### src/rtl/n1_ir.sv
// n1_ir - instruction register stage of the N1 core.
// Holds the current opcode plus one stashed prefetch opcode. It loads
// forced opcodes for reset, exception, interrupt and bubble handling, and
// decodes the registered opcode into the control flags and operand fields
// used by the flow-control, stack and ALU stages.
// Optional build macro: N1_IR_PRB_EN adds probe ports for IR, stash and
// stash valid.
module n1_ir #(
    parameter logic [11:0] EXC_ADR = 12'h004,
    parameter logic [7:0]  ISR_VEC = 8'h00
) (
    input  logic        clk_i,
    input  logic        sync_rst_i,
    input  logic [15:0] pbus_dat_i,
    input  logic        fc2ir_capture_i,
    input  logic        fc2ir_stash_i,
    input  logic        fc2ir_expend_i,
    input  logic        fc2ir_force_eow_i,
    input  logic        fc2ir_force_0call_i,
    input  logic        fc2ir_force_call_i,
    input  logic        fc2ir_force_drop_i,
    input  logic        fc2ir_force_nop_i,
    input  logic        fc2ir_force_isr_i,
    output logic        ir2fc_eow_o,
    output logic        ir2fc_eow_postpone_o,
    output logic        ir2fc_jump_or_call_o,
    output logic        ir2fc_bra_o,
    output logic        ir2fc_isr_o,
    output logic        ir2fc_scyc_o,
    output logic        ir2fc_mem_o,
    output logic        ir2fc_mem_rd_o,
    output logic        ir2fc_madr_sel_o,
    output logic        ir2dsp_call_o,
    output logic [11:0] ir2dsp_adr_o,
    output logic        ir2prs_lit_val_o,
    output logic [15:0] ir2prs_lit_o,
`ifdef N1_IR_PRB_EN
    output logic [12:0] ir2alu_opr_o,
    output logic [15:0] prb_ir_o,
    output logic [15:0] prb_ir_stash_o,
    output logic        prb_ir_stash_vld_o
`else
    output logic [12:0] ir2alu_opr_o
`endif
);

    localparam logic [15:0] OP_NOP  = 16'h0000;
    localparam logic [15:0] OP_DROP = 16'h0001;
    localparam logic [15:0] OP_CALL = 16'h7000;
    localparam logic [15:0] OP_ISR  = 16'h1F00;

    logic [15:0] ir;
    logic [15:0] stash;
    logic        stash_vld;

    logic        force_any;
    logic        ir_load;
    logic [15:0] ir_src;
    logic [15:0] ir_nxt;

    assign force_any = fc2ir_force_0call_i | fc2ir_force_call_i | fc2ir_force_isr_i |
                       fc2ir_force_drop_i  | fc2ir_force_nop_i;
    assign ir_load   = force_any | fc2ir_expend_i | fc2ir_capture_i;

    // Select the IR source by priority; an empty stash expends as a NOP.
    always_comb begin
        ir_src = ir;
        if (fc2ir_force_0call_i)      ir_src = OP_CALL;
        else if (fc2ir_force_call_i)  ir_src = OP_CALL | {4'h0, EXC_ADR};
        else if (fc2ir_force_isr_i)   ir_src = OP_ISR | {8'h00, ISR_VEC};
        else if (fc2ir_force_drop_i)  ir_src = OP_DROP;
        else if (fc2ir_force_nop_i)   ir_src = OP_NOP;
        else if (fc2ir_expend_i)      ir_src = stash_vld ? stash : OP_NOP;
        else if (fc2ir_capture_i)     ir_src = pbus_dat_i;
        ir_nxt = ir_load ? ir_src : ir;
        ir_nxt[15] = ir_nxt[15] | fc2ir_force_eow_i;
    end

    // IR and stash registers; a fresh stash write always wins over a clear.
    always_ff @(posedge clk_i) begin
        if (sync_rst_i) begin
            ir        <= OP_CALL;
            stash     <= 16'h0000;
            stash_vld <= 1'b0;
        end else begin
            ir <= ir_nxt;
            if (fc2ir_stash_i) begin
                stash     <= pbus_dat_i;
                stash_vld <= 1'b1;
            end else if (force_any | fc2ir_expend_i) begin
                stash_vld <= 1'b0;
            end
        end
    end

    logic [1:0] op_cls;
    logic       is_jc, is_bra, is_mem, is_lit, is_isr;

    // Decode straight off the registered IR so flags track the load edge.
    always_comb begin
        op_cls = ir[14:13];
        is_jc  = (op_cls == 2'b11);
        is_bra = (op_cls == 2'b10);
        is_mem = (op_cls == 2'b01) &  ir[12];
        is_lit = (op_cls == 2'b01) & ~ir[12];
        is_isr = (op_cls == 2'b00) & (ir[12:8] == 5'h1F);
    end

    assign ir2fc_eow_o          = ir[15];
    assign ir2fc_eow_postpone_o = ir[15] & (is_jc | is_bra);
    assign ir2fc_jump_or_call_o = is_jc;
    assign ir2fc_bra_o          = is_bra;
    assign ir2fc_isr_o          = is_isr;
    assign ir2fc_scyc_o         = ~(is_jc | is_bra | is_mem | is_isr);
    assign ir2fc_mem_o          = is_mem;
    assign ir2fc_mem_rd_o       = is_mem & ir[11];
    assign ir2fc_madr_sel_o     = is_mem & ir[10];
    assign ir2dsp_call_o        = is_jc & ir[12];
    assign ir2dsp_adr_o         = ir[11:0];
    assign ir2prs_lit_val_o     = is_lit;
    assign ir2prs_lit_o         = {4'h0, ir[11:0]};
    assign ir2alu_opr_o         = ir[12:0];

`ifdef N1_IR_PRB_EN
    assign prb_ir_o           = ir;
    assign prb_ir_stash_o     = stash;
    assign prb_ir_stash_vld_o = stash_vld;
`endif

endmodule
### config.mk
export PLATFORM = sky130hd
export DESIGN_NAME = n1_ir
export DESIGN_NICKNAME = d
export VERILOG_FILES = /design/src/rtl/n1_ir.sv
export SDC_FILE = /design/constraint.sdc
export NUM_CORES = 1
export LEC_CHECK = 0
export BUFFER_PORTS_ARGS = -buffer_cell sky130_fd_sc_hd__buf_2
export CELL_PAD_IN_SITES_DETAIL_PLACEMENT = 1
export CELL_PAD_IN_SITES_GLOBAL_PLACEMENT = 1
export CORE_ASPECT_RATIO = 1.25
export CORE_MARGIN = 3
export CORE_UTILIZATION = 34
export CTS_CLUSTER_DIAMETER = 100
export DETAILED_ROUTE_END_ITERATION = 6
export PLACE_DENSITY_LB_ADDON = 0.1
export SLEW_MARGIN = 5
export SYNTH_ARGS = -nofsm -noshare
export SYNTH_HDL_FRONTEND = slang
export SYNTH_SLANG_ARGS = --single-unit
### constraint.sdc
create_clock -name clk_i -period 1.5 [get_ports clk_i]
set_clock_uncertainty 0.1 [all_clocks]
set_input_delay 0.15 -clock clk_i [delete_from_list [all_inputs] [get_ports clk_i]]
set_output_delay 0.15 -clock clk_i [all_outputs]
set_load 0.02 [all_outputs]
# Word-level counts from Yosys, hierarchy flattened
# Cells that the tools add are included.
# word_totals
reg_bits	33
inputBits	27
output_inout_bits	52
# classes
muxes	11
bitwise_logic	19
eq_ne	4
n_reduce_logical	4
# op_table
cell	n
$mux 16	9
$or 1x1->1	10
$and 1x1->1	7
$reduce_bool 7->1	1
$eq 5x5->1 const B	1
$eq 2x2->1 const B	2
$eq 2x1->1 const B	1
$logic_not 2->1	1
$mux 1	2
$not 1->1	2
$reduce_and 2->1	1
$reduce_bool 2->1	1

# Depth between registers and ports, before layout
# Gate-level depths: netlist of the first run.
# depth
ltp_word	9
ltp_mapped	5
mapped_depth_nobuf	3

# Worst setup path before layout of the first run
# No wires, ideal clock.
# synth_timing
path_type	reg-to-output
from	register ir[11]
to	output ir2fc_isr_o
required_ns	1.250
slack_ns	0.012
arrival_ns	1.238
path_buffers	0
path_stages_with_launch	3
path_cell_list	dfxtp_1 > nand4_1 > nor4b_1
# synth_between
elab_chain_len	2
# synth_lines
element	line_no	rtl
from (decl)	52	logic [15:0] ir;
from (signal assigned)	86	ir <= ir_nxt;
$eq 5x5->1	106	is_isr = (op_cls == 2'b00) & (ir[12:8] == 5'h1F);
$and 1x1->1	106	
to (decl)	28	output logic ir2fc_isr_o,
# No other way between the ends.

# Final worst setup path of the first run
# Ends and elaborated chain as after synthesis.

==> results of run 1 <==
==> metal layers <==
layer  up-vias  GRT usage (%)  wire [um]
met3         6           3.64        348
li1        773              -          -
met1       747           17.8       2040
met4         0           4.62         59
met5         -              0          0
met2        66           26.4       2210
==> critical path: cells and delay by family, from the launching register on <==
kind                   cells  cell delay (ns)
flip-flops                 1             0.36
AND/OR/NAND/NOR            2             0.38
buffers and inverters      1             0.18
==> per-stage QoR <==
| step | area [sq um] | power, mW | hold slack, ns |
|---|---|---|---|
| final | 2190 | 2.12 | 0.0221 |
| after global routing | 2190 | 2.21 | 0.0282 |
| after CTS | 2160 | 2.14 | 0.0184 |
| after detailed placement | 2030 | 1.27 | 0.293 |
| after global placement | 2030 | 1.26 | 0.285 |
| after floorplan | 1850 | 1.17 | 0.163 |
==> final cells by class <==
cell class | instances | area, sq um
multi-input cells | 127 | 841
fillers | 644 | 2960
inverters | 2 | 7.51
clock inverters | 1 | 30.0
repair buffers | 86 | 478
flip-flops and latches | 33 | 672
clock buffers | 7 | 86.3
well taps | 62 | 77.6
==> power groups by stage <==
stage / sequential (mW) / clock, mW / combinational, mW
2_1_floorplan: 0.955 / 0 / 0.217
4_1_cts: 0.942 / 0.888 / 0.309
3_3_place_gp: 0.960 / 0 / 0.304
5_1_grt: 0.946 / 0.924 / 0.342
3_5_place_dp: 0.962 / 0 / 0.307
6_report: 0.940 / 0.867 / 0.311
==> registers in the layout, indices dropped and copies added (netlist names) <==
signal     cells
ir            16
stash         16
stash_vld      1
==> cells in the final DEF, fill, tap and decap left out, types with 2 or more instances in the layout <==
cell type,n
buf_2,73
nor2_1,27
dfxtp_1,26
mux2i_1,19
buf_4,11
and3_1,8
a21oi_1,7
nand2_1,7
a22oi_1,6
o211a_1,6
clkbuf_8,6
dfxtp_2,6
mux2_2,5
and2_1,4
nand3_1,4
o21ai_1,4
conb_1,4
o21ai_0,3
nand4_1,2
nor3_1,2
or3_4,2
inv_1,2
==> logic make-up after synthesis <==
logic type,Yosys count,share of synthesized area (%)
buffers and inverters,53,19.5
AO/OA/AOI/OAI,35,13.4
multiplexers,24,13.4
flip-flops,33,35.9
other,1,0.204
AND/OR/NAND/NOR,64,17.7
==> worst max-delay path by stage <==
stage	from	to	slack (ns)	cells after the start
after floorplan	ir[11]	ir2fc_isr_o	0.01	2
after global placement	fc2ir_force_call_i	ir[8]	0.15	4
after detailed placement	fc2ir_force_isr_i	ir[5]	0.14	4
after CTS	ir[11]	ir2fc_isr_o	-0.01	3
after global routing	ir[11]	ir2fc_isr_o	-0.03	3
final	ir[11]	ir2fc_isr_o	0.04	3
==> repair_timing <==
| action | CTS | global route |
|---|---|---|
| setup buffers | 0 | 2 |
| setup endpoints to repair | 3 | 3 |
| resized for setup | 5 | 6 |
| hold endpoints to repair | 1 | 0 |
| hold buffers | 1 | 0 |
==> reports/summary.txt, run 1 <==
Syn avg cell area = 8.77 sq um
Yosys top cell area share = 35.9%
Max Cap Viol = 0
Post-Syn Instances = 210
Root buffer cell = clkbuf_8
Worst R2R Start = stash_vld
CP required = 1.25 ns
Kind of critical path = reg -> out
Most common cell in the synthesized netlist = buf_4
Max clock buf depth = 2
Critical Path Source Type = flip-flop
Die area = 0.00634 sq mm
Initial drt markers = 47
CTS sink cnt = 33
VDD IR max = 0.384 mV
Endpoint class of the critical path = output port
Via count = 1592
Placed Cells = 307
Top post-synthesis cells by area = dfxtp_1, buf_4, mux2i_1
Initial antenna violation count = 0
Unrepaired setup endpoints after global routing = yes
Power per cell area = 966 mW/mm^2
ANT cells = 0
Period utilisation layout = 97.1%
Total wire length = 4.66 mm
Combinational cell fraction of total power = 14.7%
WL/cell = 14.7 um
Synth cell count leaders = buf_4, dfxtp_1, nor2_1, mux2i_1, and3_1
Share of cells above drive strength 1 = 42.6%
Internal Power = 1.59 mW
Final Core Density = 42.5%
H-tree depth = 2
Synth Flop Type = dfxtp_1
Clk pwr share = 40.9%
Total gr overflow = 0
Chip Width = 71.8 um
Setup Viol. Count Final = 0
Die height = 88.3 um
Flop pwr share = 44.4%
Net Sw Frac = 24.9%
Mapped cell area = 0.00184 sq mm
Max Freq = 686 MHz
Worst-path clk slew = 0.07 ns
End of the worst hold path = stash[11]
CP arrival = 1.21 ns
CP cell instances = nand4_1, nor4b_2, buf_4
Yosys warning total = 0
EDFF count, synth = 0
R2R setup slack = 0.23 ns
Status = complete, no violations
Antenna viol nets, final = 0
Initial Util = 35.7%
Synth unique cells = 39
Synth Register Bits = 33
First-pass GRT wire length = 7.42 mm
Num rows = 29
Vias per std cell = 5.01
CORE AREA = 0.00515 sq mm
WHS Path Cells = 3
Slowest CP cell = dfxtp_2
Clock latency on the worst-skew pair = 0.28 ns
DRT Pass-1 Iters = 4
Reg-to-reg endpoint = ir[5]
CP Max Fanout = 6
Vias in the first global route = 1549
Worst hold path type = in -> reg
Post-Place Setup Slack = 0.135 ns
Yosys top cell by area = dfxtp_1
Remaining DRCs = 0
Worst Hold Launch = pbus_dat_i[11]
Pins Over Slew Limit = 0
Setup_tns = 0 ns
CP peak stage delay = 0.36 ns
Sequential element share of the synthesized area = 35.9%
CTS tree = yes
Reg2reg path depth = 4
Final worst path period need = 1.46 ns
Final setup margin = 0.0433 ns
Final hold vios = 0
Tot GR Track Use = 15.0%
Io pins = 79
Port Buf Inserts = 74
Dpl hpwl = 3.65 mm
Nets = 282
Layout area overhead = 19.0%
Fin cells = 318
Psw = 0.528 mW
Pleak = 1.16 nW
GP Congestion = 0.764
Largest net degree at the start of global routing = 21
Post-synthesis async set-or-reset flop share = 0%
Number of buffers created by CTS = 5
Power figures use the tool's default switching activity.
==> run 2, diff against run 1 <==
Settings changed: CORE_ASPECT_RATIO 1.25 to 0.9.
==> run 2 against run 1 <==
Combinational power is 2% higher; critical endpoint unchanged; register-to-register slack worse by 0.02 ns; global-route usage is 0.65 points higher; wire length is 4.2% higher; critical path type unchanged; largest cell class unchanged; clock power is 15% higher; sequential power is 0.4% lower; total power is 6.2% higher; sequential cell count stayed put; maximum frequency is 1.1% higher; cell count is 1.6% higher.
==> reports/summary.txt, run 2 (synthesized netlist as in run 1, its figures left out) <==
Biggest regs = ir: 16 flops, stash: 16 flops, stash_vld: 1 flops
Port Buf Inserts = 74 (unchanged)
Setup Viol. Count Final = 0 (unchanged)
Endpoint class of the critical path = output port
Setup_tns = 0 ns (unchanged)
WHS = 0.0222 ns (+0.000102 ns)
Power per cell area = 997 mW/mm^2 (+3.2%)
Antenna viol nets, final = 0 (unchanged)
Via count = 1539 (-3.3%)
Pleak = 1.20 nW (+2.9%)
Worst hold path type = in -> reg
Vias per std cell = 4.76 (-4.8%)
WL/cell = 15.1 um (+2.6%)
Final hold vios = 0 (unchanged)
H-tree depth = 2 (unchanged)
VDD IR max = 0.503 mV (+31%)
Total gr overflow = 0 (unchanged)
Root buffer cell = clkbuf_8
Global-route met3 utilization = 4.00% (+0.36 points)
CORE AREA = 0.00504 sq mm (-2.1%)
Kind of critical path = reg -> out
CP Max Fanout = 6 (unchanged)
Max Freq = 694 MHz (+1.1%)
Final worst path period need = 1.44 ns (-0.0152 ns)
Reg-to-reg endpoint = ir[6]
Worst Hold Launch = pbus_dat_i[0]
Initial Util = 36.5% (+0.76 points)
Psw = 0.544 mW (+3.0%)
Post-Place Setup Slack = 0.144 ns (+0.00894 ns)
Share of cells above drive strength 1 = 44.2% (+1.6 points)
Flop pwr share = 41.6% (-2.8 points)
Reg2reg path depth = 4 (unchanged)
GP Congestion = 0.767 (+0.37%)
Number of buffers created by CTS = 5 (unchanged)
DRT Pass-1 Iters = 4 (unchanged)
Most frequent cells in the layout = buf_2, nor2_1, dfxtp_1
Chip Width = 83.6 um (+16%)
CTS sink cnt = 33 (unchanged)
Combinational cell fraction of total power = 14.0% (-0.7 points)
Max clock buf depth = 2 (unchanged)
Unrepaired setup endpoints after global routing = yes
Most common cell after layout, fill and taps aside = buf_2
Tot GR Track Use = 15.6% (+0.65 points)
Nets = 284 (+0.71%)
Fill cells = 626 (-2.8%)
End of the worst hold path = stash[0]
Die area = 0.00634 sq mm (about the same)
Largest net degree at the start of global routing = 21 (unchanged)
Pins Over Slew Limit = 0 (unchanged)
Critical Path Source Type = flip-flop
Io pins = 79 (unchanged)
Net Sw Frac = 24.2% (-0.74 points)
Placed Cells = 307 (unchanged)
Remaining DRCs = 0 (unchanged)
Num rows = 24 (-17%)
Vias in the first global route = 1567 (+1.2%)
WHS Path Cells = 3 (unchanged)
Initial drt markers = 86 (+83%)
Worst R2R Start = stash_vld
Total wire length = 4.86 mm (+4.2%)
Internal Power = 1.71 mW (+7.3%)
Final setup margin = 0.0585 ns (+0.0152 ns)
Met2 Track Usage GR = 27.6% (+1.2 points)
First-pass GRT wire length = 7.83 mm (+5.5%)
Fin cells = 323 (+1.6%)
Total Power = 2.25 mW (+6.2%)
Period utilisation layout = 96.1% (-1.0 points)
ANT cells = 0 (unchanged)
Initial antenna violation count = 0 (unchanged)
Clk pwr share = 44.4% (+3.5 points)
Met1 usage = 19.4% (+1.6 points)
R2R setup slack = 0.21 ns (-0.02 ns)
Status = complete, no violations
Max Cap Viol = 0 (unchanged)
Dpl hpwl = 3.57 mm (-2.2%)
CTS tree = yes
GR peak layer = met2
CP required = 1.25 ns (about the same)
Layout area overhead = 22.6%
Clock latency on the worst-skew pair = 0.28 ns (about the same)
Die height = 75.8 um (-14%)
Worst-path clk slew = 0.07 ns (about the same)
CP arrival = 1.19 ns (-0.02 ns)
## run 2: metrics by stage
step,area (sq um),util (%)
after floorplan,1850,-
after global placement,2010,39.9
after detailed placement,2010,39.9
after CTS,2200,43.6
after global routing,2260,44.7
final,2260,44.7
## run 2: power by group through the flow
stage	Sequential, mW	Clock [mW]	Combinational [mW]
global placement	0.962	0	0.299
global route	0.941	1.07	0.349
finish	0.936	0.998	0.316
CTS	0.940	1.03	0.312
detailed placement	0.963	0	0.301
floorplan	0.955	0	0.217
## run 2: worst max-delay path, stage by stage, from the launching register on
cell and delay (ns):
dfxtp_4 0.37, buf_6 0.12, nor4b_2 0.25, buf_4 0.18
## run 2: repair_timing
item | 4_1_cts | 5_1_grt
pin swaps | 2 | 3
endpoints found under the setup margin | 3 | 4
hold endpoints to repair | 1 | 0
resized for setup | 6 | 13
buffers inserted | 5 | 2
hold buffers | 1 | 0
## run 2: cell type report
type | count | area [sq um] | share of cell area, %
clock buffers | 5 | 68.8 | 3.05
clock inverters | 3 | 65.1 | 2.88
inverters | 2 | 7.51 | 0.333
multi-input cells | 127 | 852 | 37.7
flip-flops and latches | 33 | 679 | 30.1
well taps | 65 | 81.3 | 3.60
repair buffers | 88 | 503 | 22.3
## run 2: layer usage
layer  part of all wire, %  up-vias  routed length (um)
li1                      -      774                   -
met1                    47      727                2290
met2                    48       36                2310
met3                   4.9        2                 237
met4                  0.47        0                  23
met5                     0        -                   0
## run 2: worst max path at each step
stage | startpoint | endpoint | slack [ns] | cells after the start
2_1_floorplan | ir[11] | ir2fc_isr_o | 0.01 | 2
3_3_place_gp | fc2ir_force_isr_i | ir[7] | 0.14 | 4
3_5_place_dp | fc2ir_force_isr_i | ir[5] | 0.14 | 4
4_1_cts | ir[10] | ir2fc_isr_o | 0.0005 | 3
5_1_grt | ir[9] | ir2fc_scyc_o | -0.008 | 5
6_report | ir[14] | ir2fc_isr_o | 0.06 | 3
==> run 3, diff against run 2 <==
Settings changed: REMOVE_ABC_BUFFERS from default to 1.
==> run 3 against run 2 <==
Utilization is 2.4 points lower; first-iteration DRC count is 16% lower; combinational power shrank 3%; critical endpoint unchanged; total power is 16% lower; sequential cell count is the same; maximum frequency is 0.83% lower; clock power decreased by 37%; register-to-register slack gained 0.03 ns; die area stayed put; hold slack about the same; final area decreased by 5.4%; highest routed layer unchanged.
==> reports/summary.txt, run 3 (synthesized netlist as in run 1, its figures left out) <==
Status = complete, no violations
Post-Place Setup Slack = 0.105 ns (-0.0392 ns)
Nets = 279 (-1.8%)
Setup Fix Bufs, Post-CTS = 0 (-5)
Clock latency on the worst-skew pair = 0.28 ns (about the same)
CP Max Fanout = 6 (unchanged)
Setup_tns = 0 ns (unchanged)
Most common cell after layout, fill and taps aside = buf_2
R2R setup slack = 0.24 ns (+0.03 ns)
WL met1 = 2.36 mm (+3.2%)
Initial drt markers = 72 (-16%)
Most frequent cells in the layout = buf_2, nor2_1, dfxtp_1
Die height = 75.8 um (unchanged)
Endpoint class of the critical path = output port
Vias per std cell = 4.74 (-0.47%)
CP arrival = 1.20 ns (about the same)
CORE AREA = 0.00504 sq mm (unchanged)
GP Congestion = 0.750 (-2.2%)
Pins Over Slew Limit = 0 (unchanged)
VDD IR max = 0.422 mV (-16%)
Total Power = 1.88 mW (-16%)
Number of buffers created by CTS = 5 (unchanged)
Final Core Density = 42.3% (-2.4 points)
WL/cell = 15.3 um (+1.4%)
CP peak stage delay = 0.36 ns (about the same)
Met2 wire len = 2.17 mm (-6.4%)
Placed Cells = 309 (+0.65%)
Period utilisation layout = 96.9% (+0.80 points)
Power per cell area = 880 mW/mm^2 (-12%)
Layout area overhead = 16.0%
Antenna viol nets, final = 0 (unchanged)
Biggest regs = ir: 16 flops, stash: 16 flops, stash_vld: 1 flops
Total wire length = 4.85 mm (-0.19%)
Io pins = 79 (unchanged)
First-pass GRT wire length = 7.79 mm (-0.52%)
Max Cap Viol = 0 (unchanged)
Pleak = 1.13 nW (-5.6%)
Total gr overflow = 0 (unchanged)
CTS sink cnt = 33 (unchanged)
Initial Util = 36.5% (unchanged)
Fin cells = 318 (-1.5%)
Initial antenna violation count = 0 (unchanged)
Kind of critical path = reg -> out
Max clock buf depth = 2 (unchanged)
Met3 wire len = 291 um (+23%)
Max Freq = 688 MHz (-0.83%)
Dpl hpwl = 3.67 mm (+2.8%)
Final worst path period need = 1.45 ns (+0.0120 ns)
Worst-path clk slew = 0.06 ns (about the same)
Tot GR Track Use = 15.8% (+0.15 points)
Chip Width = 83.6 um (unchanged)
CTS tree = yes
Via count = 1508 (-2.0%)
Critical Path Source Type = flip-flop
Share of cells above drive strength 1 = 40.7% (-3.5 points)
Num rows = 24 (unchanged)
Vias in the first global route = 1477 (-5.7%)
Final hold vios = 0 (unchanged)
H-tree depth = 2 (unchanged)
Largest net degree at the start of global routing = 21 (unchanged)
DR top layer = met4
Worst hold path type = in -> reg
ANT cells = 0 (unchanged)
CP required = 1.25 ns (about the same)
Slowest CP cell = dfxtp_2
DRT Pass-1 Iters = 4 (unchanged)
Final setup margin = 0.0465 ns (-0.0120 ns)
Setup Viol. Count Final = 0 (unchanged)
Remaining DRCs = 0 (unchanged)
CP cell instances = nand4_1, nor4b_2, buf_4
Port Buf Inserts = 74 (unchanged)
Unrepaired setup endpoints after global routing = yes
Root buffer cell = clkbuf_8
Die area = 0.00634 sq mm (unchanged)
run 3: cell types whose count changed in the layout (fill, tap and decap cells not counted), sizes merged:
cell,previous run,this run
buf,87,82
clkbuf,5,8
bufinv,2,0
clkinv,1,0
run 3: cell type report:
cell class | count | area, sq um
multi-input combinational | 127 | 840
timing repair buffer | 83 | 455
clock buffer | 8 | 80.1
fill | 648 | 2910
tap | 65 | 81.3
inverter | 2 | 7.51
sequential | 33 | 672
run 3: per-layer routing:
layer	vias up	global-route usage [%]
met1	696	21.2
met3	5	4.22
met4	0	3.75
met5	-	0
li1	763	-
met2	44	25.7
run 3: worst paths after layout:
check                                     from          end  depth (start not counted)
worst max-delay path                    ir[10]  ir2fc_isr_o                          3
worst min-delay path            pbus_dat_i[10]    stash[10]                          3
worst max register to register       stash_vld        ir[7]                          4
worst min register to register       stash[10]    stash[10]                          2
run 3: power by group:
part	switching (mW)	leakage (nW)	internal (mW)
logic	0.177	0.818	0.130
clock network	0.302	0.0395	0.329
registers	0.0279	0.272	0.914
total	0.507	1.13	1.37
run 3: through the flow:
step                cell area (sq um)  hold slack [ns]
floorplan                        1500            0.122
global placement                 2030            0.297
detailed placement               2030            0.287
CTS                              2130           0.0214
global route                     2140           0.0367
finish                           2140           0.0224
run 3: timing repair:
item / in CTS / in global routing
pin swaps: 0 / 0
endpoints found under the hold margin: 1 / 0
resized for setup: 6 / 4
hold buffers: 1 / 0
setup endpoints to repair: 3 / 3
run 3: critical path, delay by kind of cell, from the launching register on:
| kind | cells | cell delay (ns) |
|---|---|---|
| flip-flops | 1 | 0.36 |
| buffers and inverters | 1 | 0.18 |
| AND/OR/NAND/NOR | 2 | 0.38 |
